## src/rtl/single_to_double_write_packer_if.sv

```systemverilog
// Write-side bus of the single-to-double packer: word writes in, packed pair writes out.
// The slave modport is the packer itself; the master modport is whoever drives words and observes pairs.
interface single_to_double_write_packer_if #(
    parameter int SINGLE_MEM_WIDTH = 32,
    parameter int SINGLE_MEM_DEPTH = 14,
    parameter int DOUBLE_MEM_WIDTH = 2 * SINGLE_MEM_WIDTH,
    parameter int DOUBLE_MEM_DEPTH = (SINGLE_MEM_DEPTH + 1) / 2
);
    localparam int SA_W = (SINGLE_MEM_DEPTH > 1) ? $clog2(SINGLE_MEM_DEPTH) : 1;
    localparam int DA_W = (DOUBLE_MEM_DEPTH > 1) ? $clog2(DOUBLE_MEM_DEPTH) : 1;

    logic                        single_mem_wr_en;
    logic [SA_W-1:0]             single_mem_wr_addr;
    logic [SINGLE_MEM_WIDTH-1:0] single_mem_din;
    logic                        single_mem_flush;
    logic                        double_mem_wr_en;
    logic [DA_W-1:0]             double_mem_wr_addr;
    logic [DOUBLE_MEM_WIDTH-1:0] double_mem_din;
    logic                        pack_done;
    logic                        pack_err;

    modport slave (
        input  single_mem_wr_en, single_mem_wr_addr, single_mem_din, single_mem_flush,
        output double_mem_wr_en, double_mem_wr_addr, double_mem_din, pack_done, pack_err
    );

    modport master (
        output single_mem_wr_en, single_mem_wr_addr, single_mem_din, single_mem_flush,
        input  double_mem_wr_en, double_mem_wr_addr, double_mem_din, pack_done, pack_err
    );
endinterface

```

## src/rtl/single_to_double_write_packer.sv

```systemverilog
// Packs even/odd single-width word writes into one double-width write: even word in the
// upper half, odd word in the lower half, so the matching read wrapper sees the same layout.
module single_to_double_write_packer #(
    parameter int SINGLE_MEM_WIDTH = 32,
    parameter int SINGLE_MEM_DEPTH = 14,
    parameter int DOUBLE_MEM_WIDTH = 2 * SINGLE_MEM_WIDTH,
    parameter int DOUBLE_MEM_DEPTH = (SINGLE_MEM_DEPTH + 1) / 2
) (
    input  logic                                   clk,
    input  logic                                   rst,
    single_to_double_write_packer_if.slave         bus
);
    localparam int SA_W = (SINGLE_MEM_DEPTH > 1) ? $clog2(SINGLE_MEM_DEPTH) : 1;
    localparam int DA_W = (DOUBLE_MEM_DEPTH > 1) ? $clog2(DOUBLE_MEM_DEPTH) : 1;
    localparam logic [DA_W-1:0] LAST_PAIR = DA_W'(DOUBLE_MEM_DEPTH - 1);
    localparam bit ODD_DEPTH = (SINGLE_MEM_DEPTH % 2) == 1;

    typedef enum logic {
        EMPTY = 1'b0,
        HALF  = 1'b1
    } state_t;

    state_t                      r_state;
    logic [SINGLE_MEM_WIDTH-1:0] r_hi;
    logic [DA_W-1:0]             r_pair;
    logic                        r_wr_en;
    logic [DA_W-1:0]             r_wr_addr;
    logic [DOUBLE_MEM_WIDTH-1:0] r_din;
    logic                        r_done;
    logic                        r_err;

    state_t                      w_state_nxt;
    logic [SINGLE_MEM_WIDTH-1:0] w_hi_nxt;
    logic [DA_W-1:0]             w_pair_nxt;
    logic                        w_emit;
    logic [DOUBLE_MEM_WIDTH-1:0] w_emit_data;
    logic                        w_err_set;
    logic [DA_W-1:0]             w_p;
    logic                        w_odd;
    logic                        w_terminal;

    assign w_p        = bus.single_mem_wr_addr[SA_W-1:1];
    assign w_odd      = bus.single_mem_wr_addr[0];
    // The last word of an odd-depth operand never gets a partner, so it flushes itself.
    assign w_terminal = ODD_DEPTH && (r_pair == LAST_PAIR);

    // NOTE: every always_comb output gets a default first so no path can infer a latch.
    always_comb begin
        w_state_nxt = r_state;
        w_hi_nxt    = r_hi;
        w_pair_nxt  = r_pair;
        w_emit      = 1'b0;
        w_emit_data = {r_hi, {SINGLE_MEM_WIDTH{1'b0}}};
        w_err_set   = 1'b0;
        case (r_state)
            EMPTY: begin
                if (bus.single_mem_wr_en) begin
                    if (w_odd) begin
                        w_err_set = 1'b1;
                    end else begin
                        w_hi_nxt    = bus.single_mem_din;
                        w_pair_nxt  = w_p;
                        w_state_nxt = HALF;
                    end
                end
            end
            HALF: begin
                if (bus.single_mem_wr_en) begin
                    w_emit = 1'b1;
                    if (w_odd) begin
                        w_state_nxt = EMPTY;
                        if (w_p == r_pair) begin
                            w_emit_data = {r_hi, bus.single_mem_din};
                        end else begin
                            w_err_set = 1'b1;
                        end
                    end else begin
                        w_hi_nxt   = bus.single_mem_din;
                        w_pair_nxt = w_p;
                    end
                end else if (bus.single_mem_flush || w_terminal) begin
                    w_emit      = 1'b1;
                    w_state_nxt = EMPTY;
                end
            end
            default: w_state_nxt = EMPTY;
        endcase
    end

    // NOTE: sequential state uses non-blocking assignments only, so all registers update together.
    always_ff @(posedge clk or negedge rst) begin
        if (!rst) begin
            r_state   <= EMPTY;
            r_hi      <= '0;
            r_pair    <= '0;
            r_wr_en   <= 1'b0;
            r_wr_addr <= '0;
            r_din     <= '0;
            r_done    <= 1'b0;
            r_err     <= 1'b0;
        end else begin
            r_state <= w_state_nxt;
            r_hi    <= w_hi_nxt;
            r_pair  <= w_pair_nxt;
            r_wr_en <= w_emit;
            r_done  <= w_emit && (r_pair == LAST_PAIR);
            r_err   <= r_err | w_err_set;
            if (w_emit) begin
                r_wr_addr <= r_pair;
                r_din     <= w_emit_data;
            end
        end
    end

    assign bus.double_mem_wr_en   = r_wr_en;
    assign bus.double_mem_wr_addr = r_wr_addr;
    assign bus.double_mem_din     = r_din;
    assign bus.pack_done          = r_done;
    assign bus.pack_err           = r_err;
endmodule

```

## src/flat_wrapper.sv

```systemverilog
// flat-port wrapper written by rule: the top's interface ports become plain ports
module single_to_double_write_packer_flat 
#(
    parameter int SINGLE_MEM_WIDTH = 32,
    parameter int SINGLE_MEM_DEPTH = 14,
    parameter int DOUBLE_MEM_WIDTH = 2 * SINGLE_MEM_WIDTH,
    parameter int DOUBLE_MEM_DEPTH = (SINGLE_MEM_DEPTH + 1) / 2
)
  (clk, rst, bus_single_mem_wr_en, bus_single_mem_wr_addr, bus_single_mem_din, bus_single_mem_flush, bus_double_mem_wr_en, bus_double_mem_wr_addr, bus_double_mem_din, bus_pack_done, bus_pack_err);
  single_to_double_write_packer_if #(.SINGLE_MEM_WIDTH(SINGLE_MEM_WIDTH), .SINGLE_MEM_DEPTH(SINGLE_MEM_DEPTH), .DOUBLE_MEM_WIDTH(DOUBLE_MEM_WIDTH), .DOUBLE_MEM_DEPTH(DOUBLE_MEM_DEPTH)) bus_i ();
  input  logic clk;
  input  logic rst;
  input wire logic [$bits(bus_i.single_mem_wr_en)-1:0] bus_single_mem_wr_en;
  input wire logic [$bits(bus_i.single_mem_wr_addr)-1:0] bus_single_mem_wr_addr;
  input wire logic [$bits(bus_i.single_mem_din)-1:0] bus_single_mem_din;
  input wire logic [$bits(bus_i.single_mem_flush)-1:0] bus_single_mem_flush;
  output wire logic [$bits(bus_i.double_mem_wr_en)-1:0] bus_double_mem_wr_en;
  output wire logic [$bits(bus_i.double_mem_wr_addr)-1:0] bus_double_mem_wr_addr;
  output wire logic [$bits(bus_i.double_mem_din)-1:0] bus_double_mem_din;
  output wire logic [$bits(bus_i.pack_done)-1:0] bus_pack_done;
  output wire logic [$bits(bus_i.pack_err)-1:0] bus_pack_err;
  assign bus_i.single_mem_wr_en = bus_single_mem_wr_en;
  assign bus_i.single_mem_wr_addr = bus_single_mem_wr_addr;
  assign bus_i.single_mem_din = bus_single_mem_din;
  assign bus_i.single_mem_flush = bus_single_mem_flush;
  assign bus_double_mem_wr_en = bus_i.double_mem_wr_en;
  assign bus_double_mem_wr_addr = bus_i.double_mem_wr_addr;
  assign bus_double_mem_din = bus_i.double_mem_din;
  assign bus_pack_done = bus_i.pack_done;
  assign bus_pack_err = bus_i.pack_err;
  single_to_double_write_packer #(.SINGLE_MEM_WIDTH(SINGLE_MEM_WIDTH), .SINGLE_MEM_DEPTH(SINGLE_MEM_DEPTH), .DOUBLE_MEM_WIDTH(DOUBLE_MEM_WIDTH), .DOUBLE_MEM_DEPTH(DOUBLE_MEM_DEPTH)) u_core (.clk(clk), .rst(rst), .bus(bus_i));
endmodule
```

## config.mk

```make
export PLATFORM = sky130hd
export DESIGN_NAME = single_to_double_write_packer_flat
export DESIGN_NICKNAME = d
export VERILOG_FILES = /design/src/rtl/single_to_double_write_packer_if.sv /design/src/rtl/single_to_double_write_packer.sv /design/src/flat_wrapper.sv
export SDC_FILE = /design/constraint.sdc
export NUM_CORES = 1
export LEC_CHECK = 0
export CORE_ASPECT_RATIO = 0.6
export CORE_UTILIZATION = 50
export CTS_BUF_LIST = sky130_fd_sc_hd__clkbuf_2
export CTS_CLUSTER_DIAMETER = 100
export DETAILED_ROUTE_END_ITERATION = 12
export PLACE_DENSITY = 0.92
export RECOVER_POWER = 25
export SLEW_MARGIN = 0
export SYNTH_ARGS = -nofsm -noshare
export SYNTH_HDL_FRONTEND = slang
export SYNTH_SLANG_ARGS = --single-unit
```

## constraint.sdc

```tcl
create_clock -name clk -period 1.84 [get_ports clk]
set_input_delay 0.46 -clock clk [delete_from_list [all_inputs] [get_ports clk]]
set_output_delay 0.46 -clock clk [all_outputs]
set_load 0.01 [all_outputs]
```

# --- Word-level counts from Yosys, hierarchy flattened ---
# Index checks and enable logic that the tools add are counted.
classes:
  n_eq_ne: 2
  n_reduce_logical: 2
  n_shift: 0
  add_sub_neg: 0
  n_mux: 22
  order_cmp: 0
  multipliers: 0
  bitwise_logic: 3
  div_mod_pow: 0
op_table:
  columns: ["operator", "count"]
  rows:
  - ["$mux W32", 6]
  - ["$mux W1", 12]
  - ["$mux W3", 2]
  - ["$pmux W1 S2", 2]
  - ["$eq A3 B3 Y1", 1]
  - ["$eq A3 B3 Y1 const B", 1]
  - ["$not A1 Y1", 2]
  - ["$reduce_and A2 Y1", 1]
  - ["$logic_and A1 B1 Y1", 1]
  - ["$or A1 B1 Y1", 1]
word_totals:
  inputBits: 40
  output_inout_bits: 70
  mem_count: 0
  mem_bits_ro: 0
  wordCells: 37
  register_bits: 106
  latchBits: 0
  mem_bits_rw: 0

# --- Longest topological paths before layout ---
# Gate-level depths: netlist (run 1).
logic_depth:
  depth_word: 6
  ltp_mapped: 4
  mapped_depth_nobuf: 3

# --- Worst setup path before layout (run 1) ---
# OpenSTA, ideal clock, no wires.
synth_path:
  path_type: "input-to-reg"
  from: "input port bus_single_mem_wr_addr[2]"
  to: "register u_core.r_din[22] (netlist: u_core.bus.double_mem_din[22])"
  stages: 4
  n_path_buf: 1
  setup_ns: 0.066
  slack_ns: 0.410
  required_ns: 1.774
  t_arrival_ns: 1.363
  cell_sequence: "xor2_1 nor4_4 buf_6 a32o_2"
synth_via:
  elab_chain_len: 5
synth_lines:
  columns: ["element", "line", "text"]
  rows:
  - ["start, declared", "flat_wrapper.sv:14", "input wire logic [$bits(bus_i.single_mem_wr_addr)-1:0] bus_single_mem_wr_addr;"]
  - ["$eq A3 B3 Y1", "single_to_double_write_packer.sv:72", "if (w_p == r_pair) begin"]
  - ["$mux W32", "single_to_double_write_packer.sv:72", null]
  - ["$mux W32", "single_to_double_write_packer.sv:70", "if (w_odd) begin"]
  - ["$mux W32", "single_to_double_write_packer.sv:68", "if (bus.single_mem_wr_en) begin"]
  - ["$mux W32", "single_to_double_write_packer.sv:55", "case (r_state)"]
  - ["end signal, assigned", "single_to_double_write_packer.sv:110", "r_din <= w_emit_data;"]
  - ["end, declared", "single_to_double_write_packer.sv:28", "logic [DOUBLE_MEM_WIDTH-1:0] r_din;"]
# Every way passes these cells.
# A chain may end at the register's enable or synchronous reset.

# --- Worst setup path after layout (run 1) ---
layout_path:
  from: "register u_core.r_wr_addr[0] (netlist: u_core.bus.double_mem_wr_addr[0])"
  to: "output port bus_double_mem_wr_addr[0]"
layout_lines:
  columns: ["element", "line", "text"]
  rows:
  - ["start, declared", "single_to_double_write_packer.sv:27", "logic [DA_W-1:0] r_wr_addr;"]
  - ["start signal, assigned", "single_to_double_write_packer.sv:109", "r_wr_addr <= r_pair;"]
  - ["end, declared", "flat_wrapper.sv:18", "output wire logic [$bits(bus_i.double_mem_wr_addr)-1:0] bus_double_mem_wr_addr;"]
# No word-level cell between the ends.

==> results_dict.tcl, run 1 <==
set metrics [dict create \
    ys_ff_latch 106 \
    hold_path.class "input pin to async pin" \
    die_h_um 71.40 \
    cp_num_buf_inv 1 \
    die_area_um2 8402 \
    layout_commonest_cell "dfrtp_1" \
    fin_util_pct 75.15 \
    stdcell_count 499 \
    totalPowerFinal_mw 5.293 \
    hpwl_um 6312 \
    cp_cell_sequence "dlygate4sd2_1" \
    ys_seq_area_share_pct 66.08 \
    clk_pin_slew_worst_paths_ps 260 \
    max_stage_delay_ps 440 \
    p_per_area_nw_per_um2 938.1 \
    cp_num_cells 1 \
    intPower_mw 3.814 \
    io_buffers 109 \
    clkPwrFrac_pct 19.8 \
    dpl.cell_count 452 \
    fillCellCount 506 \
    pwr-share-comb_pct 25.3 \
    wl_per_cell_um 18.56 \
    slowest_stage "dfrtp_1" \
    ios 110 \
    drt_wl_total_um 9259 \
    layout_min_cycle_time_ps 1773 \
    yosys_warnings 0 \
    final_max_slew_viol_count 0 \
    via_count 2706 \
    critPathArrivalTime_ps 1310 \
    fmax_ghz 0.5642 \
    grt_pass1_wl_um 14830 \
    clock_sinks 106 \
    grt_usage_pct 23.56 \
    cts-root-buf "clkbuf_2" \
    num_rows 24 \
    slew_headroom_pct 51.51 \
    finalCritPeriodShare_pct 96.33 \
    status "completed" \
    synthCells 242 \
    final_nets 430 \
    synth.avg_cell_area_um2 16.59 \
    pwr-share-seq_pct 54.8 \
    die_w_um 117.7 \
    clk_path_buf_depth 2 \
    grt_overflow 0 \
    end_kind "output port" \
    worstSetupStartpointType "register" \
    start_util_pct 53.47 \
    tightest_slew_ps 727.3 \
    cp.required_ps 1380 \
    drc 0 \
    finalSetupViolations 0 \
    gp_congestion 0.7809 \
    antenna_cells 0 \
    critPathTopFamily "flip-flops" \
    clk_latency_ps 590 \
    vdd_drop_max_v 0.0005018 \
    cts_buffers 9 \
    hold_viol 0 \
    cts_tree "yes" \
    areaGrowthSynthToFinish_pct 40.55 \
    core_um2 7507 \
    syn_area_um2 4014 \
    grt_max_degree 42 \
    vias_per_cell 5.423 \
    antenna_left 0 \
    ys_types 18 \
    swShare_pct 27.94 \
    drive_gt1_share_pct 42.53 \
    firstDrtPassIters 4 \
    grt_pass1_vias 2836 \
    p_switching_mw 1.479 \
    first_iter_violations 169 \
    reg2reg_depth 4 \
    p_leak_nw 2.751 \
    layout_common_cells "106 x dfrtp_1, 70 x mux2_2, 51 x clkdlybuf4s15_1" \
    fin_skew_ps 28.41 \
    path_class "register to output port" \
    cts-htree-levels 3 \
    antenna_found_initial 0 \
    cap_violations 0 \
    synth_nets 282 \
    cp_max_fo 2 \
    tns_ps 0 \
]
## cells by family after synthesis
logic type             Yosys count  synth area share [%]
AO/OA/AOI/OAI                   35                 9.476
XOR/XNOR                         3                0.6547
buffers and inverters           20                 2.712
flip-flops                     106                 66.08
multiplexers                    70                 19.64
AND/OR/NAND/NOR                  8                 1.434
## what timing repair did
action | 4_1_cts | 5_1_grt
setup buffers | 16 | 14
gates resized for setup | 74 | 57
cloned | 0 | 0
setup endpoints to repair | 70 | 59
hold buffers | 1 | 0
hold endpoints to repair | 28 | 0
## registers in the layout, indices dropped and copies added, names as in the netlist
signal and count:
u_core.r_state 1, u_core.bus.double_mem_din 64, u_core.bus.double_mem_wr_en 1, u_core.bus.double_mem_wr_addr 3, u_core.bus.pack_err 1, u_core.r_pair 3, u_core.bus.pack_done 1, u_core.r_hi 32
## power by group through the flow
stage	sequential (mW)	combinational (mW)	clock [mW]
5_1_grt	2.95	1.43	1.16
4_1_cts	2.89	1.28	1.08
6_report	2.90	1.34	1.05
2_1_floorplan	3.02	0.448	0
3_3_place_gp	2.93	1.33	0
3_5_place_dp	2.95	1.37	0
## metrics by stage
stage | setup slack (ps) | hold WS (ps) | instance area [um^2]
floorplan | 410.3 | 164.4 | 4014
global placement | -124.9 | 413.8 | 5366
detailed placement | -153.6 | 418.5 | 5366
CTS | 1.582 | 275.6 | 5524
global route | -4.082 | 403.6 | 5642
finish | 67.49 | 407.1 | 5642
## cell usage after synthesis
cell | instances | area [um^2]
and2_1 | 2 | 12.51
buf_6 | 3 | 33.78
inv_1 | 2 | 7.510
nand2_1 | 2 | 7.510
a32o_2 | 29 | 326.6
a32o_1 | 2 | 20.02
mux2_2 | 70 | 788.3
nand2b_1 | 1 | 6.260
xor2_1 | 3 | 26.28
o31ai_1 | 1 | 7.510
nor3_1 | 2 | 10.01
dfrtp_1 | 106 | 2653
o21bai_1 | 1 | 7.510
a41o_1 | 1 | 10.01
buf_2 | 9 | 45.04
nor4_4 | 1 | 21.27
clkbuf_1 | 6 | 22.52
o21ai_2 | 1 | 8.760
## final cells by class
cell class | instances | area [um^2] | share of cell area, %
well taps | 104 | 130.1 | 2.307
clock inverters | 5 | 55.05 | 0.9758
clock buffers | 11 | 55.05 | 0.9758
flip-flops and latches | 106 | 2653 | 47.02
inverters | 2 | 7.507 | 0.1331
repair buffers | 155 | 1479 | 26.21
multi-input cells | 116 | 1262 | 22.38
## worst paths after layout
check | startpoint | end | slack [ps]
hold / removal | rst | u_core.r_pair[0]$_DFFE_PN0P_ | 410
hold reg to reg | u_core.bus.double_mem_din[2]$_DFFE_PN0P_ | u_core.bus.double_mem_din[2]$_DFFE_PN0P_ | 520
setup reg to reg | u_core.r_pair[1]$_DFFE_PN0P_ | u_core.bus.double_mem_din[17]$_DFFE_PN0P_ | 330
min in group clk | bus_single_mem_din[28] | u_core.r_hi[28]$_DFFE_PN0P_ | 510
max in group asynchronous | rst | u_core.bus.double_mem_din[36]$_DFFE_PN0P_ | 330
setup / recovery | u_core.bus.double_mem_wr_addr[0]$_DFFE_PN0P_ | bus_double_mem_wr_addr[0] | 70
## metal layers
| metal | wire length (um) | track usage, % | vias up | share of wire [%] |
|---|---|---|---|---|
| li1 | - | - | 1198 | - |
| met1 | 4242 | 30.83 | 1410 | 46 |
| met2 | 4354 | 38.10 | 86 | 47 |
| met3 | 541 | 7.723 | 12 | 5.8 |
| met4 | 120 | 6.980 | 0 | 1.3 |
| met5 | 0 | 0 | - | 0 |
No activity file was read; power rests on OpenSTA's default activity.
==> run 2: changes to the inputs <==
- SLEW_MARGIN: 0 -> unset
==> results of run 2 <==
No change in the layout: final DEF, timing and power equal those of run 1.
==> run 3: changes to the inputs <==
--- a/config.mk
+++ b/config.mk
@@ -10,4 +10,5 @@
 export CTS_BUF_LIST = sky130_fd_sc_hd__clkbuf_2
 export CTS_CLUSTER_DIAMETER = 100
+export CTS_CLUSTER_SIZE = 20
 export DETAILED_ROUTE_END_ITERATION = 12
 export PLACE_DENSITY = 0.92
==> constraint.sdc (replaced) <==
create_clock -name clk -period 1.84 [get_ports clk]
set_input_delay 0.552 -clock clk [delete_from_list [all_inputs] [get_ports clk]]
set_output_delay 0.552 -clock clk [all_outputs]
set_load 0.005 [all_outputs]
==> results_dict.tcl, run 3 (synthesized netlist as in run 1, its figures left out) <==
set metrics [dict create \
    cts_buffers 9 \
    io_buffers 109 \
    finalSetupViolations 0 \
    grt_pass1_wl_um 14370 \
    ios 110 \
    die_h_um 71.40 \
    status "completed" \
    tightest_slew_ps 715.2 \
    critPathTopFamily "flip-flops" \
    p_leak_nw 2.667 \
    via_count 2641 \
    antenna_found_initial 0 \
    gp_congestion 0.7410 \
    rr_startpoint "u_core.r_pair[1]$_DFFE_PN0P_" \
    final_max_slew_viol_count 0 \
    grt_overflow 0 \
    reg2reg_depth 4 \
    r2r_end "u_core.bus.double_mem_din[7]$_DFFE_PN0P_" \
    layout_min_cycle_time_ps 1754 \
    dpl.cell_count 449 \
    clk_pin_slew_worst_paths_ps 270 \
    areaGrowthSynthToFinish_pct 35.91 \
    hold_viol 0 \
    stdcell_count 491 \
    clk_latency_ps 560 \
    fmax_ghz 0.5700 \
    layout_commonest_cell "dfrtp_1" \
    path_class "register to output port" \
    max_stage_delay_ps 460 \
    cp.required_ps 1290 \
    p_per_area_nw_per_um2 912.2 \
    die_area_um2 8402 \
    cp_num_buf_inv 1 \
    finalCritPeriodShare_pct 95.35 \
    firstDrtPassIters 4 \
    drive_gt1_share_pct 47.03 \
    first_iter_violations 87 \
    largest_reg_flops 64 \
    final_nets 422 \
    cts-htree-levels 3 \
    min-delay-start "u_core.bus.pack_err$_DFF_PN0_" \
    cp_cell_sequence "clkdlybuf4s15_1" \
    ff2ff_setup_slack_ps 350 \
    fin_skew_ps 36.75 \
    fin_ws_ps 85.55 \
    start_util_pct 53.47 \
    hpwl_um 5826 \
    clock_sinks 106 \
    cts-root-buf "clkbuf_2" \
    layout_common_cells "106 x dfrtp_1, 70 x mux2_2, 43 x clkdlybuf4s15_1" \
    cts_tree "yes" \
    place_ws_ps -245.1 \
    grt_max_degree 42 \
    totalPowerFinal_mw 4.976 \
    place_area_um2 5331 \
    clk_path_buf_depth 2 \
    cap_violations 0 \
    hold_depth 1 \
    critPathLaunch "u_core.bus.double_mem_din[44]$_DFFE_PN0P_" \
    grt_usage_pct 22.60 \
    wl_per_cell_um 17.97 \
    drt_wl_total_um 8824 \
    slew_headroom_pct 52.32 \
    vias_per_cell 5.379 \
    worstSetupStartpointType "register" \
    grt_pass1_vias 2740 \
    cp_max_fo 2 \
    vdd_drop_max_v 0.0004369 \
    antenna_cells 0 \
    whs_ps 510.7 \
    num_rows 24 \
    critPathArrivalTime_ps 1200 \
    slowest_stage "dfrtp_1" \
    hold_path.class "register to register" \
    design_area_um2 5455 \
    antenna_left 0 \
    fin_util_pct 72.67 \
    tns_ps 0 \
    drc 0 \
    end_kind "output port" \
    die_w_um 117.7 \
    core_um2 7507 \
    hold_end "u_core.bus.pack_err$_DFF_PN0_" \
]
==> run 3: what timing repair did <==
action,CTS,global route
pin swaps,0,0
hold buffers,1,0
buffers inserted,13,12
gates resized for setup,115,54
endpoints found under the hold margin,28,0
setup endpoints to repair,70,55
==> run 3: area by class of cell <==
cell class                 instances  area [um^2]
inverter                           2        7.507
clock inverter                     4        28.78
multi-input combinational        116         1262
clock buffer                      12        60.06
tap                              104        130.1
timing repair buffer             147         1314
sequential                       106         2653
fill                             511         2052
==> run 3: worst max path at each step <==
stage                                                            to  cells past startpoint
after floorplan           u_core.bus.double_mem_din[22]$_DFFE_PN0P_                      4
after global placement    u_core.bus.double_mem_din[12]$_DFFE_PN0P_                      5
after detailed placement  u_core.bus.double_mem_din[11]$_DFFE_PN0P_                      5
after CTS                                    bus_double_mem_din[10]                      1
after global routing                         bus_double_mem_din[10]                      1
final                                        bus_double_mem_din[44]                      1
==> run 3: metal layers <==
layer,vias to the layer above,share of wire (%),track usage [%]
met4,0,1.1,6.695
li1,1188,-,-
met2,92,47,35.10
met3,12,6.5,6.529
met1,1349,45,31.41
met5,-,0,0
==> run 3: power breakdown <==
part / total [mW] / internal (mW) / switching [mW]
clock network: 0.911 / 0.196 / 0.715
registers: 2.90 / 2.69 / 0.205
logic: 1.17 / 0.740 / 0.426
